<file path="src/rtl/hc_csr_bank.sv">
// hc_csr_bank -- MMIO CSR bank for HardCloud AFUs.
//
// Decodes CCI-P MMIO reads/writes and serves DFH, AFU ID, scratch, DSM base,
// control, status, run-cycle counter and NUM_BUFFERS buffer address/size pairs.
// A small IDLE/RUN/DONE state machine is driven by CONTROL writes and the
// accelerator completion/error pulses.
//
// Ports:
//   clk, reset_n     clock, synchronous active-low reset
//   rx_mmio          MMIO request channel (read/write valid, header, data)
//   tx_mmio          MMIO read response, one cycle after each read request
//   hc_dsm_base      DSM cache-line address (byte address >> 6)
//   hc_control       last CONTROL write, bits [31:0]
//   hc_start/abort   one-cycle pulses on accepted start / abort
//   hc_busy          high while running
//   buf_addr/size    packed per-buffer cache-line addresses and sizes
//   accel_done/error accelerator completion / error pulses

// Subset of the CCI-P MMIO channel types used by this block.
package ccip_if_pkg;
    typedef struct packed {
        logic [15:0] address;   // 32-bit word index
        logic [1:0]  length;    // 2'b01 = 8 bytes
        logic [8:0]  tid;
    } t_ccip_c0_ReqMmioHdr;

    typedef struct packed {
        t_ccip_c0_ReqMmioHdr hdr;
        logic [63:0]         data;
        logic                mmioRdValid;
        logic                mmioWrValid;
    } t_if_ccip_c0_Rx;

    typedef struct packed {
        logic [8:0] tid;
    } t_ccip_c2_RspMmioHdr;

    typedef struct packed {
        t_ccip_c2_RspMmioHdr hdr;
        logic                mmioRdValid;
        logic [63:0]         data;
    } t_if_ccip_c2_Tx;
endpackage

module hc_csr_bank
    import ccip_if_pkg::*;
#(
    parameter int         NUM_BUFFERS = 2,
    parameter logic [127:0] AFU_ID    = 128'hC000C966_0D82_4272_9AEF_FE5F84570612,
    parameter int         SIZE_W      = 32,
    parameter int         CYCLE_W     = 48
) (
    input  logic                          clk,
    input  logic                          reset_n,
    input  t_if_ccip_c0_Rx                rx_mmio,
    output t_if_ccip_c2_Tx                tx_mmio,
    output logic [41:0]                   hc_dsm_base,
    output logic [31:0]                   hc_control,
    output logic                          hc_start,
    output logic                          hc_abort,
    output logic                          hc_busy,
    output logic [NUM_BUFFERS*42-1:0]     buf_addr,
    output logic [NUM_BUFFERS*SIZE_W-1:0] buf_size,
    input  logic                          accel_done,
    input  logic                          accel_error
);

    typedef enum logic [1:0] {ST_IDLE = 2'd0, ST_RUN = 2'd1, ST_DONE = 2'd2} state_e;

    // Word indices (byte offset >> 2)
    localparam logic [15:0] A_DFH     = 16'h0000;
    localparam logic [15:0] A_AFU_L   = 16'h0002;
    localparam logic [15:0] A_AFU_H   = 16'h0004;
    localparam logic [15:0] A_SCRATCH = 16'h000A;
    localparam logic [15:0] A_DSM     = 16'h000C;
    localparam logic [15:0] A_CTRL    = 16'h000E;
    localparam logic [15:0] A_STATUS  = 16'h0010;
    localparam logic [15:0] A_CYCLES  = 16'h0012;
    localparam logic [63:0] DFH_VAL   = 64'h1000_0100_0000_0000;

    function automatic logic [15:0] buf_addr_idx(input int i);
        return 16'(32'h40 + 4 * i);
    endfunction

    function automatic logic [15:0] buf_size_idx(input int i);
        return 16'(32'h42 + 4 * i);
    endfunction

    state_e                                 state_q;
    logic [63:0]                            scratch_q, dsm_q;
    logic [31:0]                            control_q;
    logic                                   done_q, err_q, rej_q;
    logic [CYCLE_W-1:0]                     cycles_q;
    logic [NUM_BUFFERS-1:0][63:0]           baddr_q;
    logic [NUM_BUFFERS-1:0][SIZE_W-1:0]     bsize_q;
    logic                                   start_q, abort_q;
    t_if_ccip_c2_Tx                         tx_q;

    logic [15:0] addr;
    logic        wr_en, start_req, abort_req;
    logic [63:0] rd_data_d, status;

    assign addr   = rx_mmio.hdr.address;
    // Only full 8-byte writes have any effect.
    assign wr_en  = rx_mmio.mmioWrValid && (rx_mmio.hdr.length == 2'b01);
    // Abort takes priority when both control bits are set.
    assign abort_req = wr_en && (addr == A_CTRL) && rx_mmio.data[1];
    assign start_req = wr_en && (addr == A_CTRL) && rx_mmio.data[0] && !rx_mmio.data[1];

    assign status = {58'd0, state_q, rej_q, err_q, done_q, state_q == ST_RUN};

    // Read mux works on current register values, so a same-cycle write is
    // not visible to the read.
    always_comb begin
        rd_data_d = '0;
        case (addr)
            A_DFH:     rd_data_d = DFH_VAL;
            A_AFU_L:   rd_data_d = AFU_ID[127:64];
            A_AFU_H:   rd_data_d = AFU_ID[63:0];
            A_SCRATCH: rd_data_d = scratch_q;
            A_DSM:     rd_data_d = dsm_q;
            A_CTRL:    rd_data_d = 64'(control_q);
            A_STATUS:  rd_data_d = status;
            A_CYCLES:  rd_data_d = 64'(cycles_q);
            default:   rd_data_d = '0;
        endcase
        for (int i = 0; i < NUM_BUFFERS; i++) begin
            if (addr == buf_addr_idx(i)) rd_data_d = baddr_q[i];
            if (addr == buf_size_idx(i)) rd_data_d = 64'(bsize_q[i]);
        end
    end

    always_ff @(posedge clk) begin
        if (!reset_n) begin
            state_q   <= ST_IDLE;
            scratch_q <= '0;
            dsm_q     <= '0;
            control_q <= '0;
            done_q    <= 1'b0;
            err_q     <= 1'b0;
            rej_q     <= 1'b0;
            cycles_q  <= '0;
            baddr_q   <= '0;
            bsize_q   <= '0;
            start_q   <= 1'b0;
            abort_q   <= 1'b0;
            tx_q      <= '0;
        end else begin
            tx_q.mmioRdValid <= rx_mmio.mmioRdValid;
            tx_q.hdr.tid     <= rx_mmio.mmioRdValid ? rx_mmio.hdr.tid : '0;
            tx_q.data        <= rx_mmio.mmioRdValid ? rd_data_d : '0;
            start_q          <= 1'b0;
            abort_q          <= 1'b0;

            if (wr_en) begin
                case (addr)
                    A_SCRATCH: scratch_q <= rx_mmio.data;
                    A_DSM:     dsm_q     <= rx_mmio.data;
                    A_CTRL:    control_q <= rx_mmio.data[31:0];
                    default:   ;
                endcase
            end

            // Buffer descriptors are frozen while running; attempts are flagged.
            for (int i = 0; i < NUM_BUFFERS; i++) begin
                if (wr_en && addr == buf_addr_idx(i)) begin
                    if (state_q == ST_RUN) rej_q <= 1'b1;
                    else                   baddr_q[i] <= rx_mmio.data;
                end
                if (wr_en && addr == buf_size_idx(i)) begin
                    if (state_q == ST_RUN) rej_q <= 1'b1;
                    else                   bsize_q[i] <= rx_mmio.data[SIZE_W-1:0];
                end
            end

            if (state_q == ST_RUN && accel_error) err_q <= 1'b1;
            // Counts every cycle spent in RUN, including the completing one.
            if (state_q == ST_RUN && cycles_q != '1) cycles_q <= cycles_q + CYCLE_W'(1);

            case (state_q)
                ST_RUN: begin
                    if (abort_req) begin
                        state_q <= ST_IDLE;
                        abort_q <= 1'b1;
                    end else if (accel_done) begin
                        state_q <= ST_DONE;
                        done_q  <= 1'b1;
                    end
                end
                default: begin
                    if (abort_req) begin
                        state_q <= ST_IDLE;
                    end else if (start_req) begin
                        state_q  <= ST_RUN;
                        start_q  <= 1'b1;
                        cycles_q <= '0;
                        done_q   <= 1'b0;
                        err_q    <= 1'b0;
                        rej_q    <= 1'b0;
                    end
                end
            endcase
        end
    end

    assign tx_mmio     = tx_q;
    assign hc_dsm_base = dsm_q[47:6];
    assign hc_control  = control_q;
    assign hc_start    = start_q;
    assign hc_abort    = abort_q;
    assign hc_busy     = (state_q == ST_RUN);

    for (genvar i = 0; i < NUM_BUFFERS; i++) begin : g_buf
        assign buf_addr[42*i +: 42]         = baddr_q[i][47:6];
        assign buf_size[SIZE_W*i +: SIZE_W] = bsize_q[i];
    end

endmodule

</file>
<file path="config.mk">
export PLATFORM = sky130hd
export DESIGN_NAME = hc_csr_bank
export DESIGN_NICKNAME = d
export VERILOG_FILES = /design/src/rtl/hc_csr_bank.sv
export SDC_FILE = /design/constraint.sdc
export NUM_CORES = 1
export LEC_CHECK = 0
export BUFFER_PORTS_ARGS = -buffer_cell sky130_fd_sc_hd__buf_2
export CORE_AREA = 8 8 215 217
export CTS_CLUSTER_SIZE = 8
export DETAILED_ROUTE_END_ITERATION = 10
export DIE_AREA = 0 0 223 225
export HOLD_SLACK_MARGIN = 0.12
export PLACE_DENSITY = 0.84
export SKIP_LAST_GASP = 1
export SLEW_MARGIN = 15
export SYNTH_ARGS = -nofsm -noshare
export SYNTH_HDL_FRONTEND = slang
export SYNTH_SLANG_ARGS = --single-unit
</file>
<file path="constraint.sdc">
create_clock -name clk -period 3.15 [get_ports clk]
set_clock_uncertainty 0.2 [all_clocks]
set_input_delay 0.1575 -clock clk [delete_from_list [all_inputs] [get_ports clk]]
set_output_delay 0.1575 -clock clk [all_outputs]
set_load 0.03 [all_outputs]
</file>
# Word-level counts from Yosys, hierarchy flattened
# Index checks and enable logic that the tools add are counted.
[word_totals] register_bits=481 wordCells=104 inputBits=97
[classes] add_sub_neg=1 n_bitwise=4 reduce_logical=28 n_eq_ne=16 n_mux=37
[ops] operator="$pmux W64 S8" n=1
[ops] operator="$mux W48" n=4
[ops] operator="$mux W64" n=3
[ops] operator="$eq A16 B7 Y1 const B" n=4
[ops] operator="$add A48 B1 Y48 const B" n=1
[ops] operator="$eq A16 B4 Y1 const B" n=3
[ops] operator="$ne A48 B48 Y1 const B" n=1
[ops] operator="$eq A16 B5 Y1 const B" n=2
[ops] operator="$mux W32" n=1
[ops] operator="$mux W1" n=23
[ops] operator="$reduce_and A2 Y1" n=10
[ops] operator="$eq A16 B2 Y1 const B" n=1
[ops] operator="$eq A16 B3 Y1 const B" n=1
[ops] operator="$logic_not A16 Y1" n=1
[ops] operator="$logic_and A1 B1 Y1" n=11
[ops] operator="$mux W2" n=5
[ops] operator="$reduce_or A3 Y1" n=2
[ops] operator="$eq A2 B1 Y1 const B" n=2
[ops] operator="$not A1 Y1" n=4
[ops] operator="$ne A3 B1 Y1 const B" n=1
[ops] operator="$reduce_and A3 Y1" n=1
[ops] operator="$reduce_bool A3 Y1" n=1
[ops] operator="$ne A2 B1 Y1 const B" n=1
[ops] operator="$reduce_bool A2 Y1" n=1
[ops] operator="$logic_not A1 Y1" n=1

# Depth between registers and ports, before layout
[logic_depth] depth_word=14 depth_mapped=10 ltp_nobuf=7

# Least setup slack after synthesis
# Ideal clock, no wire load.
[synth_path] path_kind="flip-flop to flip-flop" startpoint="register cycles_q[0]" endpoint="register cycles_q[2]" synth_period_minus_slack_ns=2.612 slack_ns=0.538 required_time_ns=2.822 path_stages_with_launch=10 arrival_time_ns=2.284 path_buffers=2 path_cell_list="dfxtp_1 -> ha_1 -> nand2_1 -> or4_1 -> buf_2 -> or4_1 -> buf_2 -> and3_1 -> xnor2_1 -> nor2_1"
[synth_via] elab_chain_cells=6 elab_cells_between_ends=7 cone_classes="1 x add/sub; 1 x eq/ne; 4 x mux; 1 x reduce/logical"
[synth_rtl] element="from (decl)" line="93" rtl="logic [CYCLE_W-1:0] cycles_q;"
[synth_rtl] element="from (signal assigned)" line="178" rtl="if (state_q == ST_RUN && cycles_q != '1) cycles_q <= cycles_q + CYCLE_W'(1);"
[synth_rtl] element="parallel branches: the longest is 2 deep, another holds $add A48 B1 Y48"
[synth_rtl] element="$mux W48 (*)" line="178"
[synth_rtl] element="$mux W48" line="193" rtl="end else if (start_req) begin"
[synth_rtl] element="$mux W48" line="191" rtl="if (abort_req) begin"
[synth_rtl] element="$mux W48 (*)" line="180" rtl="case (state_q)"
# Mark *: on every way between the ends.
# A chain may end at the register's enable or synchronous reset.

# Worst setup path in the final report
[layout_path] startpoint="input rx_mmio[77] (netlist name)" endpoint="register tx_q (netlist bit tx_mmio[10])"
[layout_via] elab_chain_cells=6 elab_cells_between_ends=17 cone_classes="11 x eq/ne; 5 x mux; 1 x reduce/logical"
[layout_rtl] element="from (decl)" line="55" rtl="input t_if_ccip_c0_Rx rx_mmio,"
[layout_rtl] element="$eq A16 B5 Y1, or another cell as far along" line="116" rtl="case (addr)"
[layout_rtl] element="$pmux W64 S8" line="116"
[layout_rtl] element="$mux W64" line="128" rtl="if (addr == buf_addr_idx(i)) rd_data_d = baddr_q[i];"
[layout_rtl] element="$mux W64" line="129" rtl="if (addr == buf_size_idx(i)) rd_data_d = 64'(bsize_q[i]);"
[layout_rtl] element="$mux W64" line="128"
[layout_rtl] element="$mux W32 (*)" line="129"
[layout_rtl] element="to (decl)" line="97" rtl="t_if_ccip_c2_Tx tx_q;"
# Mark *: on every way between the ends. The rest lies on a longest branch, timed or not.

==> results.sh <==
export IMPL_antenna_found_initial=1
export IMPL_wl_met3_um=10200
export IMPL_drt_initial_drc_count=2748
export IMPL_grt_pass1_vias=21130
export IMPL_p_total_uw=13300
export IMPL_root_buffer="clkbuf_16"
export IMPL_synth_fp_nets=2655
export IMPL_syn_cell_area_mm2=0.0212
export IMPL_finalHoldViolCount=0
export IMPL_top_layer="met4"
export IMPL_min_period_over_period_pct=92.2
export IMPL_async_flop_share_pct=0
export IMPL_cp_start_kind="input port"
export IMPL_layout_common_cells="nand2_1 (789), dfxtp_1 (481), buf_2 (394), a21boi_1 (350), dlygate4sd3_1 (98)"
export IMPL_post_place_ws_ns=0.292
export IMPL_finalCriticalPeriod_ns=2.90
export IMPL_syn_avg_cell_area_um2=8.28
export IMPL_syn2layout_area_growth_pct=22.7
export IMPL_ios=396
export IMPL_reg2reg_slack_ns=0.35
export IMPL_layout_commonest_cell="nand2_1"
export IMPL_fp_dieW_um=223
export IMPL_nets=2994
export IMPL_postCtsSetupBuffers=0
export IMPL_synth_area_leader_cell="dfxtp_1"
export IMPL_min_path_cells=6
export IMPL_ctsLongestPathBuffers=3
export IMPL_synth_main_ff_cell="dfxtp_1"
export IMPL_status="finished, final reports clean"
export IMPL_netlist_area_leader_share_pct=45.5
export IMPL_dr_pass1_iters=8
export IMPL_critPathCaptureType="flop"
export IMPL_start_util_pct=49.6
export IMPL_clock_sinks=481
export IMPL_synth_distinct_cells=64
export IMPL_slew_limit_headroom_pct=9.19
export IMPL_min_from="rx_mmio[88]"
export IMPL_wl_per_cell_um=24.2
export IMPL_vias=21301
export IMPL_numCtsBuffers=70
export IMPL_synth_cells=2557
export IMPL_synth_ff_latch_count=481
export IMPL_core_mm2=0.0427
export IMPL_grtUsageTotal_pct=31.8
export IMPL_grt_pass1_wl_um=126000
export IMPL_drv_cap=0
export IMPL_setup_viol=0
export IMPL_worst_pin_slew_ns=1.36
export IMPL_ant_nets=0
export IMPL_min_to="hc_start"
export IMPL_htree_levels=3
export IMPL_hold_class="in -> reg"
export IMPL_post_drt_via_cell_ratio=6.18
export IMPL_powerDensity_mw_per_mm2=511
export IMPL_drv_slew=0
export IMPL_setup_ws_ns=0.246
export IMPL_drt_wl_total_um=83400
export IMPL_synth_edf_count=0
export IMPL_ctsResizeCount=0
export IMPL_ir_worst_vdd_mv=0.418
export IMPL_max_freq_mhz=344
export IMPL_yosys_warnings=0
export IMPL_arrival_ns=3.15
export IMPL_grt_max_degree=267
export IMPL_port_buffers=395
export IMPL_reg2reg_to="cycles_q[2]"
export IMPL_clk_pin_slew_ns=0.05
export IMPL_worstRegToRegCells=7
export IMPL_rsz0062_at_grt="no"
export IMPL_overflow=0
export IMPL_synth_area_leaders="dfxtp_1 (45%), nand2_1 (14%), a21boi_1 (12%)"
export IMPL_finalSetupTns_ns=0
export IMPL_critical_path_class="in -> reg"
export IMPL_die_area_mm2=0.0502
export IMPL_p_leak_uw=0.00997
export IMPL_clock_latency_ns=0.59
export IMPL_cts_tree="built"
export IMPL_drive_above_1_share_pct=20.4
export IMPL_cp_data_required_time_ns=3.39
export IMPL_rr_startpoint="cycles_q[0]"
export IMPL_die_height_um=225
export IMPL_hpwl_um=54400
export IMPL_ys_seq_area_share_pct=45.5
export IMPL_critical_path_max_fanout=14
export IMPL_wl_met2_um=38400
export IMPL_cts_hold_buffers=98
export IMPL_drc=0
export IMPL_routabilityCongestion=0.964
export IMPL_row_count=76
export IMPL_drt_met1_wl_um=30100
## through the flow
step / cells / util, % / cell area [µm²] / hold WS, ns
floorplan: 2557 / - / 21200 / 0.0967
detailed placement: 3272 / 54.2 / 23100 / 0.201
finish: 3449 / 60.8 / 26000 / 0.190
CTS: 3448 / 60.8 / 26000 / 0.150
global placement: 3272 / 54.2 / 23100 / 0.193
global route: 3449 / 60.8 / 26000 / 0.206
## how the worst max path moves through the flow
stage / end / slack [ns] / startpoint / cells past startpoint
2_1_floorplan: cycles_q[2] / 0.54 / cycles_q[0] / 9
3_3_place_gp: tx_mmio[10] / 0.27 / rx_mmio[78] / 9
3_5_place_dp: tx_mmio[27] / 0.29 / rx_mmio[86] / 9
4_1_cts: tx_mmio[10] / 0.34 / rx_mmio[77] / 10
5_1_grt: cycles_q[2] / 0.20 / cycles_q[0] / 7
6_report: tx_mmio[10] / 0.25 / rx_mmio[77] / 10
## state kept, by name, summed over array words and instances (netlist names)
name,count
rej_q,1
hc_abort,1
buf_addr,84
buf_size,64
scratch_q,64
tx_mmio,74
dsm_q,64
state_q,2
err_q,1
done_q,1
cycles_q,48
hc_start,1
hc_control,32
baddr_q,44
## per-layer routing
metal / track usage [%] / vias to the layer above
li1: - / 9353
met1: 37.6 / 10065
met2: 51.7 / 1538
met3: 9.00 / 345
met4: 17.5 / 0
met5: 0 / -
## synth_stat cells (4+ instances only)
cell and number:
nand2_1 789, dfxtp_1 481, a21boi_1 350, clkbuf_1 149, buf_4 128, nor2_1 86, a221oi_1 50, buf_2 37
nand4_1 35, nand3_1 33, a22oi_1 32, a21oi_1 31, a222oi_1 27, a31oi_1 27, xnor2_1 27, a22o_1 24
and3_1 22, nor4_1 22, o21ai_0 22, nor3_1 20, o22ai_1 17, xor2_1 15, and4_1 12, o22a_1 12
and2_1 10, nor4b_1 9, or4_1 8, inv_1 7, o21ai_1 7, or3_1 6, a32o_1 5, a21boi_0 4
nand4b_1 4, nor2b_1 4
## where the power goes
| group | switching [µW] | internal, µW | leakage (µW) |
|---|---|---|---|
| clock network | 2680 | 3950 | 0.000912 |
| logic | 293 | 241 | 0.00519 |
| registers | 1.13 | 6100 | 0.00387 |
| total | 2980 | 10300 | 0.00997 |
## final cells by class
type | instances | area, µm²
diodes | 1 | 2.50
clock buffers | 71 | 1760
clock inverters | 7 | 109
fillers | 3553 | 16700
inverters | 8 | 30.0
multi-input cells | 1752 | 9890
flip-flops and latches | 481 | 9630
well taps | 546 | 683
repair buffers | 583 | 3880
## logic make-up after synthesis
logic type,Yosys count,synth area share (%)
buf+inv,324,8.24
compound gates,620,22.0
flops,481,45.5
simple gates,1085,22.3
mux,4,0.207
fa+ha+maj,1,0.0591
xor+xnor,42,1.74
## critical path: stages
cell and delay, ns:
dlygate4sd3_1 0.56, buf_2 0.21, or4b_1 0.56, nor2b_1 0.13
buf_4 0.24, and2_2 0.44, buf_4 0.24, nand2_1 0.08
nand4_1 0.12, nor4b_1 0.40
Power figures use the tool's default switching activity.
